--- src/rtl/fetch_unit.sv ---
// Instruction-fetch stage: PC, one-cycle memory latency tracking and a 2-entry {instr, pc} buffer to decode.
// Optional FETCH_CNT_EN macro adds a 32-bit completed-handshake counter output.
module fetch_unit #(
  parameter int                   PC_WIDTH = 10,
  parameter logic [PC_WIDTH-1:0]  RESET_PC = '0
) (
  input  logic                clk,
  input  logic                rst_n,
  output logic [PC_WIDTH-1:0] imem_pc,
  input  logic [31:0]         imem_instr,
  input  logic                redirect_valid,
  input  logic [PC_WIDTH-1:0] redirect_pc,
  output logic                id_valid,
  input  logic                id_ready,
  output logic [31:0]         id_instr,
  output logic [PC_WIDTH-1:0] id_pc
`ifdef FETCH_CNT_EN
  ,
  output logic [31:0]         fetch_cnt
`endif
);

  logic [PC_WIDTH-1:0] pc_q;
  logic [PC_WIDTH-1:0] infl_pc;
  logic                infl;
  logic [1:0]          cnt;
  logic [31:0]         buf0_instr, buf1_instr;
  logic [PC_WIDTH-1:0] buf0_pc, buf1_pc;
  logic                pop;
  logic [2:0]          occ;
  logic                issue;

  assign imem_pc  = pc_q;
  assign id_valid = (cnt != 2'd0);
  assign id_instr = buf0_instr;
  assign id_pc    = buf0_pc;
  assign pop      = id_valid & id_ready;

  // Occupancy once the in-flight word lands; issuing only below 2 keeps the buffer from overflowing.
  assign occ   = {1'b0, cnt} + {2'b00, infl} - {2'b00, pop};
  assign issue = (occ < 3'd2);

  always_ff @(posedge clk or negedge rst_n) begin
    if (!rst_n) begin
      pc_q       <= RESET_PC;
      infl       <= 1'b0;
      infl_pc    <= '0;
      cnt        <= 2'd0;
      buf0_instr <= '0;
      buf0_pc    <= '0;
      buf1_instr <= '0;
      buf1_pc    <= '0;
    end else if (redirect_valid) begin
      cnt  <= 2'd0;
      infl <= 1'b0;
      pc_q <= redirect_pc & ~PC_WIDTH'(3);
    end else begin
      if (issue) begin
        infl    <= 1'b1;
        infl_pc <= pc_q;
        pc_q    <= pc_q + PC_WIDTH'(4);
      end else begin
        infl <= 1'b0;
      end

      // Entry 0 is always the head so decode sees registered data only.
      case ({infl, pop})
        2'b01: begin
          buf0_instr <= buf1_instr;
          buf0_pc    <= buf1_pc;
          cnt        <= cnt - 2'd1;
        end
        2'b10: begin
          if (cnt == 2'd0) begin
            buf0_instr <= imem_instr;
            buf0_pc    <= infl_pc;
          end else begin
            buf1_instr <= imem_instr;
            buf1_pc    <= infl_pc;
          end
          cnt <= cnt + 2'd1;
        end
        2'b11: begin
          if (cnt == 2'd1) begin
            buf0_instr <= imem_instr;
            buf0_pc    <= infl_pc;
          end else begin
            buf0_instr <= buf1_instr;
            buf0_pc    <= buf1_pc;
            buf1_instr <= imem_instr;
            buf1_pc    <= infl_pc;
          end
        end
        default: begin
        end
      endcase
    end
  end

`ifdef FETCH_CNT_EN
  always_ff @(posedge clk or negedge rst_n) begin
    if (!rst_n) begin
      fetch_cnt <= '0;
    end else if (pop && !redirect_valid) begin
      fetch_cnt <= fetch_cnt + 32'd1;
    end
  end
`endif

endmodule

--- config.mk ---
export PLATFORM = sky130hd
export DESIGN_NAME = fetch_unit
export DESIGN_NICKNAME = d
export VERILOG_FILES = /design/src/rtl/fetch_unit.sv
export SDC_FILE = /design/constraint.sdc
export NUM_CORES = 1
export LEC_CHECK = 0
export ABC_CLOCK_PERIOD_IN_PS = 6900
export BUFFER_PORTS_ARGS = -buffer_cell sky130_fd_sc_hd__buf_2
export CAP_MARGIN = 20
export CELL_PAD_IN_SITES_DETAIL_PLACEMENT = 1
export CELL_PAD_IN_SITES_GLOBAL_PLACEMENT = 2
export CORE_ASPECT_RATIO = 1.75
export CORE_MARGIN = 2
export CORE_UTILIZATION = 25
export CTS_BUF_LIST = sky130_fd_sc_hd__clkbuf_4
export DETAILED_ROUTE_END_ITERATION = 10
export GPL_ROUTABILITY_DRIVEN = 0
export MAX_ROUTING_LAYER = met4
export PLACE_DENSITY = 0.62
export SETUP_SLACK_MARGIN = 0.4
export SYNTH_ARGS = -nofsm -noshare
export SYNTH_HDL_FRONTEND = slang
export SYNTH_SLANG_ARGS = --single-unit
--- constraint.sdc ---
create_clock -name clk -period 6.9 [get_ports clk]
set_input_delay 0.345 -clock clk [delete_from_list [all_inputs] [get_ports clk]]
set_output_delay 0.345 -clock clk [all_outputs]
set_load 0.02 [all_outputs]
Word-level counts from Yosys, hierarchy flattened
Index checks and enable logic that the tools add are counted.

Latch bits: 0. Register bits: 107. ROM bits: 0. Logic and storage cells: 50. Bits of input ports: 46. Memory bits (writable): 0. Memories kept: 0.

Equal/unequal tests: 7. Bitwise logic cells: 2. Shifts and indexed selects: 0. Div/mod/pow operators: 0. Add/sub/neg operators: 5. Magnitude comparators: 1. $mul: 0. Multiplexer cells: 18. Reduce and logical (&&, ||, !) cells: 9.

Operators with widths (count): $mux W32 (4); $pmux W32 S3 (1); $pmux W32 S2 (1); $mux W10 (6); $pmux W10 S3 (1); $pmux W10 S2 (1); $add A10 B3 Y10 const B (1); $ne A2 B2 Y1 const B (3); $reduce_bool A2 Y1 (3); $reduce_bool A3 Y1 (2); $eq A2 B1 Y1 const B (2); $eq A2 B2 Y1 const B (2); $pmux W2 S2 (1); $reduce_and A4 Y1 (1); $add A2 B1 Y3 (1); $lt A3 B2 Y1 const B (1); $reduce_and A3 Y1 (1); $sub A3 B1 Y3 (1); $add A2 B1 Y2 const B (1); $logic_not A2 Y1 (1); $mux W1 (2); $mux W2 (1); $reduce_and A2 Y1 (1); $sub A2 B1 Y2 const B (1); 2 further kinds (2).

Depth between registers and ports, before layout
Depth in word-level cells: 6. Mapped depth: 10.

Worst setup path before layout
OpenSTA, ideal clock, no wires.

Kind: reg-to-reg. From: register cnt[1]. To: register pc_q[9], in the netlist imem_pc[9]. Slack: 4.115 ns. Cell stages (with the launch flop): 11. Arrival time: 2.703 ns. Buffers on the path: 1. Clock period less this slack: 2.785 ns. Cells stage by stage: dfrtp_1 -> inv_1 -> ha_1 -> nor2b_1 -> nand2_1 -> a21oi_1 -> fa_1 -> buf_2 -> nand4b_2 -> or4_1 -> a31oi_1.

Longest elaborated chain between the ends: 5. Elaborated cells between the ends (all ways): 6. Classes of those cells: 2 x add/sub; 1 x order compare; 1 x bitwise; 2 x reduce/logical.

Ends and longest elaborated chain: start, declared (line 26) `logic [1:0] cnt;`; start signal, assigned (line 71) `cnt <= cnt - 2'd1;`; start signal, assigned (line 81) `cnt <= cnt + 2'd1;`; parallel branches: the longest is 2 deep, another holds $add A2 B1 Y3; $sub A3 B1 Y3 * (line 40) `assign occ = {1'b0, cnt} + {2'b00, infl} - {2'b00, pop};`; $lt A3 B2 Y1 * (line 41) `assign issue = (occ < 3'd2);`; $reduce_bool A2 Y1 (no source line) *; end signal, assigned (line 56) `pc_q <= redirect_pc & ~PC_WIDTH'(3);`; end signal, assigned (line 61) `pc_q <= pc_q + PC_WIDTH'(4);`; end, declared (line 23) `logic [PC_WIDTH-1:0] pc_q;`.

Mark *: on every way between the ends. A chain may end at the register's enable or synchronous reset.

Worst setup path after layout
From: register infl. To: register pc_q[9], in the netlist imem_pc[9].

Longest elaborated chain between the ends: 4.

Ends and longest elaborated chain: start, declared (line 25) `logic infl;`; start signal, assigned (line 46) `infl <= 1'b0;`; start signal, assigned (line 55) `infl <= 1'b0;`; start signal, assigned (line 59) `infl <= 1'b1;`; $add A2 B1 Y3 (line 40); $sub A3 B1 Y3 (line 40); $lt A3 B2 Y1 (line 41); $reduce_bool A2 Y1 (no source line).

No other way between the ends.

==> results_dict.tcl <==
set metrics [dict create \
    status "finished clean" \
    final_area_um2 5460 \
    drt_iter0_markers 139 \
    tightest_slew_ns 1.10 \
    fp.dieW_um 107 \
    placed_area_um2 5310 \
    slew_headroom 0.264 \
    arrival_ns 4.18 \
    htree_levels 3 \
    clk_latency_ns 0.46 \
    ant_nets 0 \
    synth_area_per_cell_um2 12.3 \
    clk_path_buf_depth 2 \
    crit_family "flip-flops" \
    hp-class "primary input to register" \
    io_buffers 94 \
    ys_warn_count 0 \
    hold_start "redirect_pc[5]" \
    max_cap_violations 0 \
    hold_ws_ns 0.112 \
    fin_crit_sh 0.552 \
    min_period_ns 3.81 \
    vias_per_cell 5.26 \
    area_growth_pct 17.3 \
    nets 502 \
    clock-sinks 100 \
    path_class "register to register" \
    grt_pass1_vias 4179 \
    wl_per_cell_um 20.7 \
    crit_chain "inv_2, a21oi_1, fa_1, nand4b_2, or4_1, a31oi_1" \
    power_density_nw_per_um2 485 \
    grt_antenna_before_repair 1 \
    grt_max_degree 62 \
    hold_violations 0 \
    crit_start "infl" \
    cpMaxStageDelayCell "dfrtp_2" \
    vias 3662 \
    cts_resized 0 \
    grt_pass1_wl_um 23100 \
    crit_path_end_kind "register" \
    cts_root_buf "clkbuf_4" \
    first_pass_iters 4 \
    cts_tree "built" \
    chipHeight_um 185 \
    fmax_ghz 0.262 \
    leakagePower_uw 0.00228 \
    synthDistinctLibCells 42 \
    grt.overflow.total 0 \
    syn_inst 380 \
    reg2reg_from "infl" \
    slew_viol_final 0 \
    io-pin-count 99 \
    ys_ff_latch 100 \
    clkSlewWorstSetupHoldPaths_ns 0.16 \
    crit_fanout 46 \
    setup.worst_path.start_class "register" \
    netlist_area_um2 4660 \
    start_util 0.253 \
    cts-buffers-inserted 9 \
    skew_ns 0.0327 \
    drc 0 \
    cp.required_ns 7.27 \
    max_stage_delay_ns 1.12 \
    track_usage 0.154 \
    core_area_um2 18400 \
    async_flop_share 1.00 \
    wl_um 14400 \
    setup_tns_ns 0 \
    rsz0062_at_grt "false" \
    cp.buffers_inverters 1 \
    dieArea_um2 19800 \
    finalSetupViolCount 0 \
    num_rows 66 \
    fillers 2058 \
    synth_ff_type "dfrtp_1" \
    vdd_drop_max_mv 0.154 \
    place.detailed.hpwl_um 8780 \
    final_layout_size_suffix_gt1_frac 0.381 \
    synth-edff-count 0 \
    synth_seq_area_share 0.537 \
]
## flip-flops by register name, indices dropped and copies added (netlist names)
name        cells
buf1_instr     32
id_instr       32
id_pc           9
buf1_pc         8
imem_pc         8
infl_pc         8
cnt             2
infl            1
## where the power goes
group | internal, uW | switching [uW] | total (uW) | leakage (uW)
sequential | 866 | 221 | 1090 | 0.00119
combinational | 530 | 708 | 1240 | 0.00102
clock | 114 | 209 | 323 | 0.0000787
## cells in the mapped netlist (3+ instances only)
| cell | n | area [um2] |
|---|---|---|
| nand2_1 | 8 | 30.0 |
| buf_4 | 3 | 22.5 |
| dfrtp_1 | 100 | 2500 |
| buf_6 | 4 | 45.0 |
| o31ai_1 | 3 | 22.5 |
| buf_2 | 13 | 65.1 |
| a311oi_1 | 40 | 350 |
| a31oi_1 | 3 | 18.8 |
| clkbuf_1 | 18 | 67.6 |
| nor2_1 | 7 | 26.3 |
| nand3_1 | 5 | 25.0 |
| a2bb2oi_1 | 40 | 350 |
| mux2_2 | 49 | 552 |
| or4_1 | 6 | 45.0 |
| o21ai_0 | 40 | 200 |
| inv_1 | 4 | 15.0 |
| ha_1 | 3 | 37.5 |
| nor2b_1 | 4 | 25.0 |
| o211ai_1 | 3 | 22.5 |
## layout make-up
type	instances	area, um2	share of cell area
clock buffers	9	67.6	0.0124
well taps	238	298	0.0545
diodes	1	2.50	0.000458
repair buffers	101	548	0.100
inverters	6	22.5	0.00412
flip-flops and latches	100	2500	0.458
clock inverters	7	73.8	0.0135
multi-input cells	234	1950	0.357
## tightest hold or removal path, delay by kind of cell
kind          cells  cell delay [ns]
simple gates      2             0.12
buf+inv           1             0.07
## metrics by stage
step	cells	setup slack [ns]	total power, uW	utilization
after floorplan	381	4.12	1920	-
after CTS	695	3.08	2690	0.297
after global routing	696	2.89	2850	0.297
after global placement	677	3.19	2290	0.287
after detailed placement	678	3.13	2350	0.288
final	696	3.09	2650	0.297
## kinds of logic after synthesis
logic type      count (synthesis)  share of synthesized area
xor+xnor                        2                    0.00833
fa+ha+maj                       4                     0.0124
buf+inv                        47                     0.0505
flops                         100                      0.537
mux                            50                      0.121
other cells                     1                   0.000805
simple gates                   41                     0.0540
compound gates                135                      0.216
## path summary, 6_finish.rpt
kind	slack [ns]	endpoint	cells after the start
setup reg to reg	3.09	imem_pc[9]	6
setup / recovery	3.09	imem_pc[9]	6
hold reg to reg	0.52	buf1_instr[11]	1
max in group asynchronous	5.23	infl	3
hold / removal	0.11	imem_pc[5]	3
min in group asynchronous	0.41	id_instr[26]	2
## per-layer routing
metal / track usage / wire length, um
met1: 0.181 / 6040
met2: 0.272 / 7710
met3: 0.0149 / 304
met4: 0.0556 / 337
met5: - / 0
## layout by cell type (no fill, tap or decap), drive strengths merged, types with 2 or more instances in the layout
cell     instances
dfrtp          100
buf            100
mux2            49
o21ai           41
a311oi          40
a2bb2oi         40
clkbuf           9
nand2            8
inv              8
nor2             7
or4              6
nand3            5
nor2b            4
clkinv           4
o31ai            3
a31oi            3
o211ai           3
ha               3
nand2b           2
nand4            2
a211oi           2
conb             2
or4b             2
## repair_timing
item	4_1_cts	5_1_grt
endpoints found under the hold margin	39	0
setup buffers	0	0
hold buffers	1	0
Note: power is estimated with default switching activity, not from simulation.
